## src/rtl/gcd_accel_peripheral.sv

```systemverilog
// Memory-mapped subtractive-Euclid GCD accelerator with a relocatable 6-word register window.
// Define GCD_CYCLE_CNT_EN to implement the CYCLES counter register (offset 0x14).
module gcd_accel_peripheral #(
    parameter int unsigned DATA_W    = 32,
    parameter logic [31:0] BASE_ADDR = 32'h0000_07D0
) (
    input  logic        clk_i,
    input  logic        reset_ni,
    input  logic [31:0] data_addr_i,
    input  logic        data_we_i,
    input  logic [31:0] data_wdata_i,
    output logic [31:0] data_rdata_o,
    output logic        irq_o
);

    localparam logic [1:0] StIdle = 2'd0;
    localparam logic [1:0] StCalc = 2'd1;
    localparam logic [1:0] StDone = 2'd2;

    localparam logic [2:0] RegOpa    = 3'd0;
    localparam logic [2:0] RegOpb    = 3'd1;
    localparam logic [2:0] RegCtrl   = 3'd2;
    localparam logic [2:0] RegStatus = 3'd3;
    localparam logic [2:0] RegResult = 3'd4;
    localparam logic [2:0] RegCycles = 3'd5;

    logic [1:0]        state_q, state_d;
    logic [DATA_W-1:0] opa_q, opa_d;
    logic [DATA_W-1:0] opb_q, opb_d;
    logic [DATA_W-1:0] a_q, a_d;
    logic [DATA_W-1:0] b_q, b_d;
    logic [DATA_W-1:0] result_q, result_d;
    logic              irq_en_q, irq_en_d;
    logic              done_q, done_d;
    logic              zero_err_q, zero_err_d;
    logic              irq_q, irq_d;
    logic [31:0]       cycles_rd;

    logic [29:0] word_off;
    logic        in_win;
    logic [2:0]  reg_sel;
    logic        wr_en;
    logic        wr_opa, wr_opb, wr_ctrl, wr_status;
    logic        busy;
    logic        start_go;
    logic        unused_bits;

    // Below-base addresses wrap to large offsets, so one compare bounds both ends.
    assign word_off  = data_addr_i[31:2] - BASE_ADDR[31:2];
    assign in_win    = (word_off < 30'd6);
    assign reg_sel   = word_off[2:0];
    assign wr_en     = data_we_i & in_win;
    assign wr_opa    = wr_en && (reg_sel == RegOpa);
    assign wr_opb    = wr_en && (reg_sel == RegOpb);
    assign wr_ctrl   = wr_en && (reg_sel == RegCtrl);
    assign wr_status = wr_en && (reg_sel == RegStatus);

    assign busy     = (state_q == StCalc);
    assign start_go = wr_ctrl && data_wdata_i[0] && (state_q == StIdle);

    assign unused_bits = ^{data_addr_i[1:0], data_wdata_i};

    always_comb begin
        state_d    = state_q;
        opa_d      = opa_q;
        opb_d      = opb_q;
        a_d        = a_q;
        b_d        = b_q;
        result_d   = result_q;
        irq_en_d   = irq_en_q;
        done_d     = done_q;
        zero_err_d = zero_err_q;

        if (wr_opa && !busy) begin
            opa_d = data_wdata_i[DATA_W-1:0];
        end
        if (wr_opb && !busy) begin
            opb_d = data_wdata_i[DATA_W-1:0];
        end
        if (wr_ctrl) begin
            irq_en_d = data_wdata_i[1];
        end
        if (wr_status && data_wdata_i[1]) begin
            done_d = 1'b0;
        end
        if (wr_status && data_wdata_i[2]) begin
            zero_err_d = 1'b0;
        end

        // The FSM is evaluated after the W1C so a completing computation's set wins.
        case (state_q)
            StIdle: begin
                if (start_go) begin
                    a_d        = opa_q;
                    b_d        = opb_q;
                    done_d     = 1'b0;
                    zero_err_d = 1'b0;
                    state_d    = StCalc;
                end
            end
            StCalc: begin
                if ((a_q == '0) || (b_q == '0)) begin
                    result_d = a_q | b_q;
                    if ((a_q == '0) && (b_q == '0)) begin
                        zero_err_d = 1'b1;
                    end
                    done_d  = 1'b1;
                    state_d = StDone;
                end else if (a_q == b_q) begin
                    result_d = a_q;
                    done_d   = 1'b1;
                    state_d  = StDone;
                end else if (a_q > b_q) begin
                    a_d = a_q - b_q;
                end else begin
                    b_d = b_q - a_q;
                end
            end
            StDone: begin
                state_d = StIdle;
            end
            default: begin
                state_d = StIdle;
            end
        endcase
    end

    assign irq_d = done_q & irq_en_q;

    always_ff @(posedge clk_i) begin
        if (!reset_ni) begin
            state_q    <= StIdle;
            opa_q      <= '0;
            opb_q      <= '0;
            a_q        <= '0;
            b_q        <= '0;
            result_q   <= '0;
            irq_en_q   <= 1'b0;
            done_q     <= 1'b0;
            zero_err_q <= 1'b0;
            irq_q      <= 1'b0;
        end else begin
            state_q    <= state_d;
            opa_q      <= opa_d;
            opb_q      <= opb_d;
            a_q        <= a_d;
            b_q        <= b_d;
            result_q   <= result_d;
            irq_en_q   <= irq_en_d;
            done_q     <= done_d;
            zero_err_q <= zero_err_d;
            irq_q      <= irq_d;
        end
    end

`ifdef GCD_CYCLE_CNT_EN
    logic [31:0] cycles_q, cycles_d;

    always_comb begin
        cycles_d = cycles_q;
        if (start_go) begin
            cycles_d = '0;
        end else if (busy && (cycles_q != 32'hFFFF_FFFF)) begin
            cycles_d = cycles_q + 32'd1;
        end
    end

    always_ff @(posedge clk_i) begin
        if (!reset_ni) begin
            cycles_q <= '0;
        end else begin
            cycles_q <= cycles_d;
        end
    end

    assign cycles_rd = cycles_q;
`else
    assign cycles_rd = '0;
`endif

    always_comb begin
        data_rdata_o = '0;
        if (in_win) begin
            case (reg_sel)
                RegOpa:    data_rdata_o[DATA_W-1:0] = opa_q;
                RegOpb:    data_rdata_o[DATA_W-1:0] = opb_q;
                RegCtrl:   data_rdata_o[1] = irq_en_q;
                RegStatus: data_rdata_o[2:0] = {zero_err_q, done_q, busy};
                RegResult: data_rdata_o[DATA_W-1:0] = result_q;
                RegCycles: data_rdata_o = cycles_rd;
                default:   data_rdata_o = '0;
            endcase
        end
    end

    assign irq_o = irq_q;

endmodule

```

## config.mk

```make
export PLATFORM = sky130hd
export DESIGN_NAME = gcd_accel_peripheral
export DESIGN_NICKNAME = d
export VERILOG_FILES = /design/src/rtl/gcd_accel_peripheral.sv
export SDC_FILE = /design/constraint.sdc
export NUM_CORES = 1
export LEC_CHECK = 0
export CORE_MARGIN = 5
export CORE_UTILIZATION = 30
export DETAILED_ROUTE_END_ITERATION = 8
export HOLD_SLACK_MARGIN = 0.12
export PLACE_DENSITY_LB_ADDON = 0.1
export SYNTH_ARGS = -nofsm -noshare
export SYNTH_HDL_FRONTEND = slang
export SYNTH_SLANG_ARGS = --single-unit
```

## constraint.sdc

```tcl
create_clock -name clk_i -period 7.5 [get_ports clk_i]
set_clock_uncertainty 0.15 [all_clocks]
set_input_delay 2.25 -clock clk_i [delete_from_list [all_inputs] [get_ports clk_i]]
set_output_delay 2.25 -clock clk_i [all_outputs]
set_load 0.05 [all_outputs]
```

======== Yosys cells after proc, flatten, opt, wreduce, memory -nomap -nowiden ========
Index checks and enable logic that the tools add are counted.
Widths: inputs -> output; s select.
operators by class
  $add $sub $neg .......................... 3
  magnitude comparators ................... 2
  equal/unequal tests ..................... 12
  mux-type cells .......................... 31
  bitwise operators ....................... 3
  reduce and logical (&&, ||, !) cells .... 23
operators by type and width
  kind                   count
  $mux 32                11
  $pmux 32 s2            2
  $pmux 29 s3            1
  $logic_not 32->1       2
  $sub 32x32->32         2
  $eq 32x32->1           1
  $gt 32x32->1           1
  $or 32x32->32          1
  $lt 30x3->1 const B    1
  $sub 30x9->30 const B  1
  $logic_and 1x1->1      11
  $reduce_and 5->1       2
  $mux 1                 8
  $ne 2x2->1 const B     4
  $pmux 1 s4             2
  $eq 3x2->1 const B     2
  $mux 2                 3
  $pmux 1 s5             1
  $pmux 1 s2             2
  $pmux 2 s2             1
  $reduce_and 2->1       2
  $reduce_bool 2->1      2
  $eq 3x1->1 const B     1
  $eq 3x3->1 const B     1
  other kinds (8)        9
word-level totals
  register bits ........................... 166
  input port bits ......................... 67
  output and inout port bits .............. 33

======== Logic depth before layout (Yosys ltp) ========
Gate-level depths: netlist of the first run.
  depth in word-level cells ............... 9
  depth in mapped cells ................... 14
  gate-level depth less buffers ........... 11

======== Least setup slack after synthesis of the first run ========
Ideal clock, no wire load.
  path kind ............................... input port to output port
  start ................................... in data_addr_i[4]
  end ..................................... out data_rdata_o[21]
  arrival time ............................ 5.453 ns
  data required time ...................... 5.100 ns
  path slack .............................. -0.353 ns
  stages on the path ...................... 13
  path buffers ............................ 4
  cell sequence ........................... buf_6 -> clkinv_1 -> clkbuf_1 -> ha_1 -> and2b_2 -> nand4_1 -> a2111oi_4 -> a21oi_4 -> or3_1 -> a211o_1 -> buf_2 -> buf_6 -> nor2_1
between the ends
  cells in the longest elaborated chain, start to end .. 4
  elaborated cells on any way between the ends .. 7
  classes of those cells .................. add/sub: 1; order compare: 1; eq/ne: 2; mux: 2; reduce/logical: 1
ends and longest elaborated chain
  what                                                                 line  RTL
  from (decl)                                                          9     input logic [31:0] data_addr_i,
  $sub 30x9->30 *                                                      49    assign word_off = data_addr_i[31:2] - BASE_ADDR[31:2];
  parallel branches: the longest is 2 deep, another holds $lt 30x3->1  n/a
  $mux 32 *                                                            183   if (in_win) begin
  to (decl)                                                            12    output logic [31:0] data_rdata_o,
Every way passes the cells marked *.

======== Worst setup path after layout of the first run ========
  start ................................... in data_addr_i[13]
  end ..................................... out data_rdata_o[19]
between the ends
  cells in the longest elaborated chain, start to end .. 3
ends and longest elaborated chain
  what           line  RTL
  $sub 30x9->30  49
  $lt 30x3->1    50    assign in_win = (word_off < 30'd6);
  $mux 32        183
Every way passes these cells.

==> results_dict.tcl, run 1 <==
set metrics [dict create \
    startpoint_type "input port" \
    total_leakage_power_uw 0.00616 \
    gp_congestion 0.916 \
    path_delay_family "buffers and inverters" \
    yosys.area_share.adder 0.0996 \
    grt_pass1_vias 12100 \
    insertion_delay_ns 0.47 \
    cts.clk_slew.worst_paths_ns 0.07 \
    synth_most_common_cell "nor2_1" \
    drtIter0Drc 738 \
    p_int_uw 1380 \
    overflow 0 \
    clk_path_buf_depth 2 \
    relSlewSlack 0.235 \
    rr_endpoint "a_q[11]" \
    drcViolationCount 0 \
    avgSynthCellArea_sq_um 7.63 \
    synthMuxAreaShare 0.0940 \
    rows 75 \
    peakVddDrop_uv 177 \
    p_per_area_nw_per_um2 120 \
    dr.pass1.iters 5 \
    drive_gt1_frac 0.128 \
    setup_viol 0 \
    hpwlAfterDp_mm 36.7 \
    track_usage 0.211 \
    syn-instance-count 1651 \
    synth-simple-area-share 0.223 \
    critPathArrivalTime_ns 5.03 \
    holdPathStages 2 \
    crit_top_cell "buf_12" \
    synth_compound_area_frac 0.216 \
    crit_chain "clkdlybuf4s50_1 > nor4_4 > nand3_1 > buf_4 > a2111oi_4 > a21oi_4 > or3_4 > a211o_4 > buf_12 > nor2_2 > buf_12" \
    grt_pass1_wl_mm 76.0 \
    synth_common_cells "236 x nor2_1, 166 x dfxtp_1, 154 x nand2_1, 151 x a21oi_1, 116 x mux2i_1" \
    routed_wl_mm 50.8 \
    tritoncts "done" \
    io_buffers 97 \
    path_buf_inv 4 \
    drt-wirelength-per-cell_um 22.2 \
    syn_area_sq_um 12600 \
    crit_path_end_kind "primary output" \
    synthArstFlopShare 0 \
    yosys_warnings 0 \
    die_x_um 215 \
    fillers 4421 \
    pwr-share-comb 0.070 \
    initial_core_util 0.302 \
    die_area_sq_um 46200 \
    ff2ff_setup_slack_ns 3.03 \
    finalSetupTns_ns 0 \
    rr_worst_depth 11 \
    clockPowerShare 0.462 \
    grt_max_degree 79 \
    synth_nets 1817 \
    yosys.area_share.xor_xnor 0.0334 \
    viasPerCell 5.41 \
    syn_to_final_growth_pct 23.9 \
    io_pins 100 \
    yosysTopAreaCell "dfxtp_1" \
    synth-edff-count 0 \
    hold_viol 0 \
    ys_types 78 \
    cp_slowest_stage_delay_ns 0.51 \
    cp_slowest_cell "clkdlybuf4s50_1" \
    cts_max_level 4 \
    fmax_ghz 0.135 \
    final.period_utilization 0.991 \
    synth.area.top_cells "dfxtp_1 26%, ha_1 9.6%, mux2i_1 9.2%" \
    yosysTopAreaCellShare 0.264 \
    fin_ws_ns 0.0651 \
    rr_startpoint "a_q[14]" \
    n_antenna_cell 0 \
    via_count 12400 \
    synth_ff_type "dfxtp_1" \
    cts_hold_buffers 0 \
    ys_seq_area_frac 0.264 \
    drv_slew 0 \
    outcome "finished clean" \
    post-place-ws_ns -0.255 \
    ys_ff_latch 166 \
    ant_nets 0 \
    die_h_um 215 \
    critPathKind "input port to primary output" \
    cp.required_ns 5.10 \
    synth_top_family_by_area "simple AND/OR/NAND/NOR gates" \
    hp-class "flop to flop" \
    p_sw_uw 495 \
    clock_sinks 166 \
    whs_endpoint "result_q[13]" \
    tightest_slew_ns 1.14 \
    maxCapViolCount 0 \
    root_buffer "clkbuf_16" \
    cp_max_fo 7 \
    antenna_found_initial 0 \
    layout.nets 1905 \
    pwr-share-seq 0.469 \
    coreArea_sq_um 41800 \
    period_minus_slack_ns 7.43 \
    p_sw_frac 0.263 \
    numCtsBuffers 17 \
    worstHoldStart "result_q[13]" \
]
## worst register-to-register path: cells and delay by family, from the launching register on
kind	cells	cell delay [ns]
fa+ha+maj	1	0.45
buf+inv	2	0.61
flops	1	0.47
simple gates	5	1.57
compound gates	3	1.04
## layout by cell type, fill, tap and decap left out, types with 11 or more instances in the layout
master	n
a211o_1	21
a211oi_1	17
a21oi_1	151
buf_12	36
buf_4	71
clkbuf_16	18
clkdlybuf4s50_1	56
dfxtp_1	166
ha_1	96
inv_1	95
mux2i_1	115
nand2_1	154
nand3_1	36
nand4_1	12
nor2_1	205
nor2_4	26
nor2b_1	21
nor3_1	26
nor4_1	36
o211ai_1	41
o21ai_0	68
o21bai_1	11
o22ai_1	11
o31ai_1	23
xnor2_1	47
## layout make-up
cell class	count	area, sq um	share of cell area
Tap cell	539	674	0.0432
Sequential cell	166	3320	0.213
Timing Repair Buffer	174	1960	0.126
Clock inverter	12	95.1	0.00609
Clock buffer	19	453	0.0290
Multi-Input combinational cell	1282	8730	0.559
Inverter	98	372	0.0238
## registers in the layout (all words and copies together), names as in the netlist, 2 cells and up
register / flops
a_q: 32
b_q: 32
opa_q: 32
opb_q: 32
result_q: 32
state_q: 2
## cells by family after synthesis
group / Yosys count
buffers and inverters: 204
muxes: 117
AOI/OAI and AO/OA: 418
adders and majority gates: 99
DFF: 166
and+or+nand+nor: 599
xor gates and xnor gates: 48
## routing by layer
metal	share of wire	GRT usage
met5	0	0
met4	0.024	0.0483
met1	0.47	0.287
met3	0.038	0.0305
met2	0.47	0.356
## timing repair
item,CTS,global route
pin swaps,6,15
gates cloned,1,2
setup endpoints to repair,29,61
resized for setup,34,25
setup buffers,25,10
## power by group through the flow
stage / Clock [uW] / Combinational (uW) / Sequential (uW)
floorplan: 0 / 42.5 / 901
global placement: 0 / 116 / 901
detailed placement: 0 / 116 / 901
CTS: 887 / 125 / 881
global route: 926 / 138 / 880
finish: 868 / 131 / 881
## per-stage QoR
stage / hold slack, ns / power (uW) / area, sq um / cells / utilization
after detailed placement: 0.293 / 1020 / 14500 / 2221 / 0.347
final: 0.302 / 1880 / 15600 / 2290 / 0.374
after floorplan: 0.277 / 944 / 12700 / 1651 / -
after global placement: 0.289 / 1020 / 14500 / 2221 / 0.347
after global routing: 0.320 / 1940 / 15600 / 2290 / 0.374
after CTS: 0.302 / 1890 / 15400 / 2278 / 0.368
## how the worst max path moves through the flow
| stage | cells past startpoint | start | to | slack, ns |
|---|---|---|---|---|
| 2_1_floorplan | 12 | data_addr_i[4] | data_rdata_o[11] | -0.17 |
| 3_3_place_gp | 12 | data_addr_i[4] | data_rdata_o[19] | -0.19 |
| 3_5_place_dp | 12 | data_addr_i[4] | data_rdata_o[17] | -0.26 |
| 4_1_cts | 12 | data_addr_i[5] | data_rdata_o[30] | -0.02 |
| 5_1_grt | 11 | data_addr_i[13] | data_rdata_o[19] | -0.03 |
| 6_report | 11 | data_addr_i[13] | data_rdata_o[19] | 0.07 |
(Power assumes the default switching activity.)
==> run 2: changes to the inputs <==
- SKIP_LAST_GASP: default -> 1
==> results_dict.tcl, run 2 (same netlist as run 1, synthesis figures left out) <==
set metrics [dict create \
    die_h_um 215 \
    drive_gt1_frac 0.127 \
    grt_pass1_wl_mm 76.0 \
    total_power_uw 1880 \
    cp_slowest_cell "clkdlybuf4s50_1" \
    rr_endpoint "a_q[11]" \
    holdPathStages 2 \
    path_delay_family "buffers and inverters" \
    io_pins 100 \
    overflow 0 \
    syn_to_final_growth_pct 23.8 \
    startpoint_type "input port" \
    hp-class "flop to flop" \
    rr_startpoint "a_q[24]" \
    initial_core_util 0.302 \
    dp_cells 2221 \
    track_usage 0.211 \
    final_cells 2290 \
    ant_nets 0 \
    maxCapViolCount 0 \
    rows 75 \
    relSlewSlack 0.229 \
    crit_path_end_kind "primary output" \
    die_x_um 215 \
    rr_worst_depth 11 \
    die_area_sq_um 46200 \
    period_minus_slack_ns 7.42 \
    cp_max_fo 7 \
    ff2ff_setup_slack_ns 3.02 \
    routed_wl_mm 50.6 \
    coreArea_sq_um 41800 \
    peakVddDrop_uv 177 \
    final_common_cell "nor2_1" \
    final.period_utilization 0.990 \
    fmax_ghz 0.135 \
    final_cell_mix "205 x nor2_1, 166 x dfxtp_1, 154 x nand2_1" \
    clk_path_buf_depth 2 \
    whs_endpoint "result_q[29]" \
    viasPerCell 5.36 \
    cp-startpoint "data_addr_i[13]" \
    drt-wirelength-per-cell_um 22.1 \
    hold_viol 0 \
    drcViolationCount 0 \
    total_leakage_power_uw 0.00616 \
    root_buffer "clkbuf_16" \
    cp_slowest_stage_delay_ns 0.50 \
    place_area_sq_um 14500 \
    critPathKind "input port to primary output" \
    crit_chain "clkdlybuf4s50_1 > nor4_4 > nand3_1 > buf_4 > a2111oi_4 > a21oi_4 > or3_4 > a211o_4 > buf_12 > nor2_2 > buf_12" \
    dr.pass1.iters 5 \
    holdWs_ns 0.302 \
    cts_max_level 4 \
    layout.nets 1905 \
    numCtsBuffers 17 \
    cts_hold_buffers 0 \
    tritoncts "done" \
    critPathArrivalTime_ns 5.02 \
    grt_pass1_vias 12100 \
    worstHoldStart "result_q[29]" \
    grt_max_degree 79 \
    path_buf_inv 4 \
    drtIter0Drc 777 \
    setup_viol 0 \
    hpwlAfterDp_mm 36.7 \
    via_count 12300 \
    io_buffers 97 \
    cp.required_ns 5.10 \
    outcome "finished clean" \
    insertion_delay_ns 0.47 \
    rsz0062_at_grt "yes" \
    clock_sinks 166 \
    drv_slew 0 \
    antenna_found_initial 0 \
    gp_congestion 0.916 \
    crit_top_cell "buf_12" \
    fin_area_sq_um 15600 \
    p_per_area_nw_per_um2 120 \
    cts.clk_slew.worst_paths_ns 0.06 \
    tightest_slew_ns 1.15 \
    n_antenna_cell 0 \
]
run 2: cell counts in the layout (fill, tap and decap cells not counted):
No cell type changed its count.
run 2: area by class of cell:
class                           count  area (sq um)
Tap cell                          539           674
Inverter                           98           372
Clock inverter                     12          95.1
Sequential cell                   166          3320
Timing Repair Buffer              174          1960
Multi-Input combinational cell   1282          8710
Clock buffer                       19           453
Fill cell                        4422         26200
run 2: worst max-delay path by stage:
stage	to	slack, ns	cells past startpoint
after floorplan	data_rdata_o[11]	-0.17	12
after global placement	data_rdata_o[19]	-0.19	12
after detailed placement	data_rdata_o[17]	-0.26	12
after CTS	data_rdata_o[18]	-0.02	12
after global routing	data_rdata_o[18]	-0.03	11
final	data_rdata_o[18]	0.08	11
run 2: worst min-delay path: cells and delay by family (launching register included):
kind	cells	cell delay, ns
flops	1	0.31
simple gates	1	0.05
compound gates	1	0.05
run 2: repair_timing:
item	in CTS	in global routing
setup buffers	25	10
gates cloned	1	2
endpoints found under the setup margin	29	61
gates resized for setup	33	23
pin swaps	6	15
run 2: per-layer routing:
| metal | track usage | vias to the layer above | part of all wire |
|---|---|---|---|
| met5 | 0 | - | 0 |
| met3 | 0.0305 | 43 | 0.037 |
| li1 | - | 6007 | - |
| met4 | 0.0483 | 0 | 0.022 |
| met2 | 0.356 | 265 | 0.47 |
| met1 | 0.287 | 5965 | 0.47 |
run 2: power breakdown:
part	leakage (uW)	switching (uW)	total, uW	internal, uW
clock network	0.000261	422	867	444
registers	0.00134	0.000000109	881	881
logic	0.00456	71.1	130	59.1
run 2: through the flow:
step | utilization | TNS, ns | setup slack [ns]
2_1_floorplan | - | -2.29 | -0.175
3_5_place_dp | 0.347 | -5.56 | -0.255
4_1_cts | 0.368 | -0.0623 | -0.0174
3_3_place_gp | 0.347 | -3.97 | -0.190
5_1_grt | 0.373 | -0.160 | -0.0277
6_report | 0.373 | 0 | 0.0754
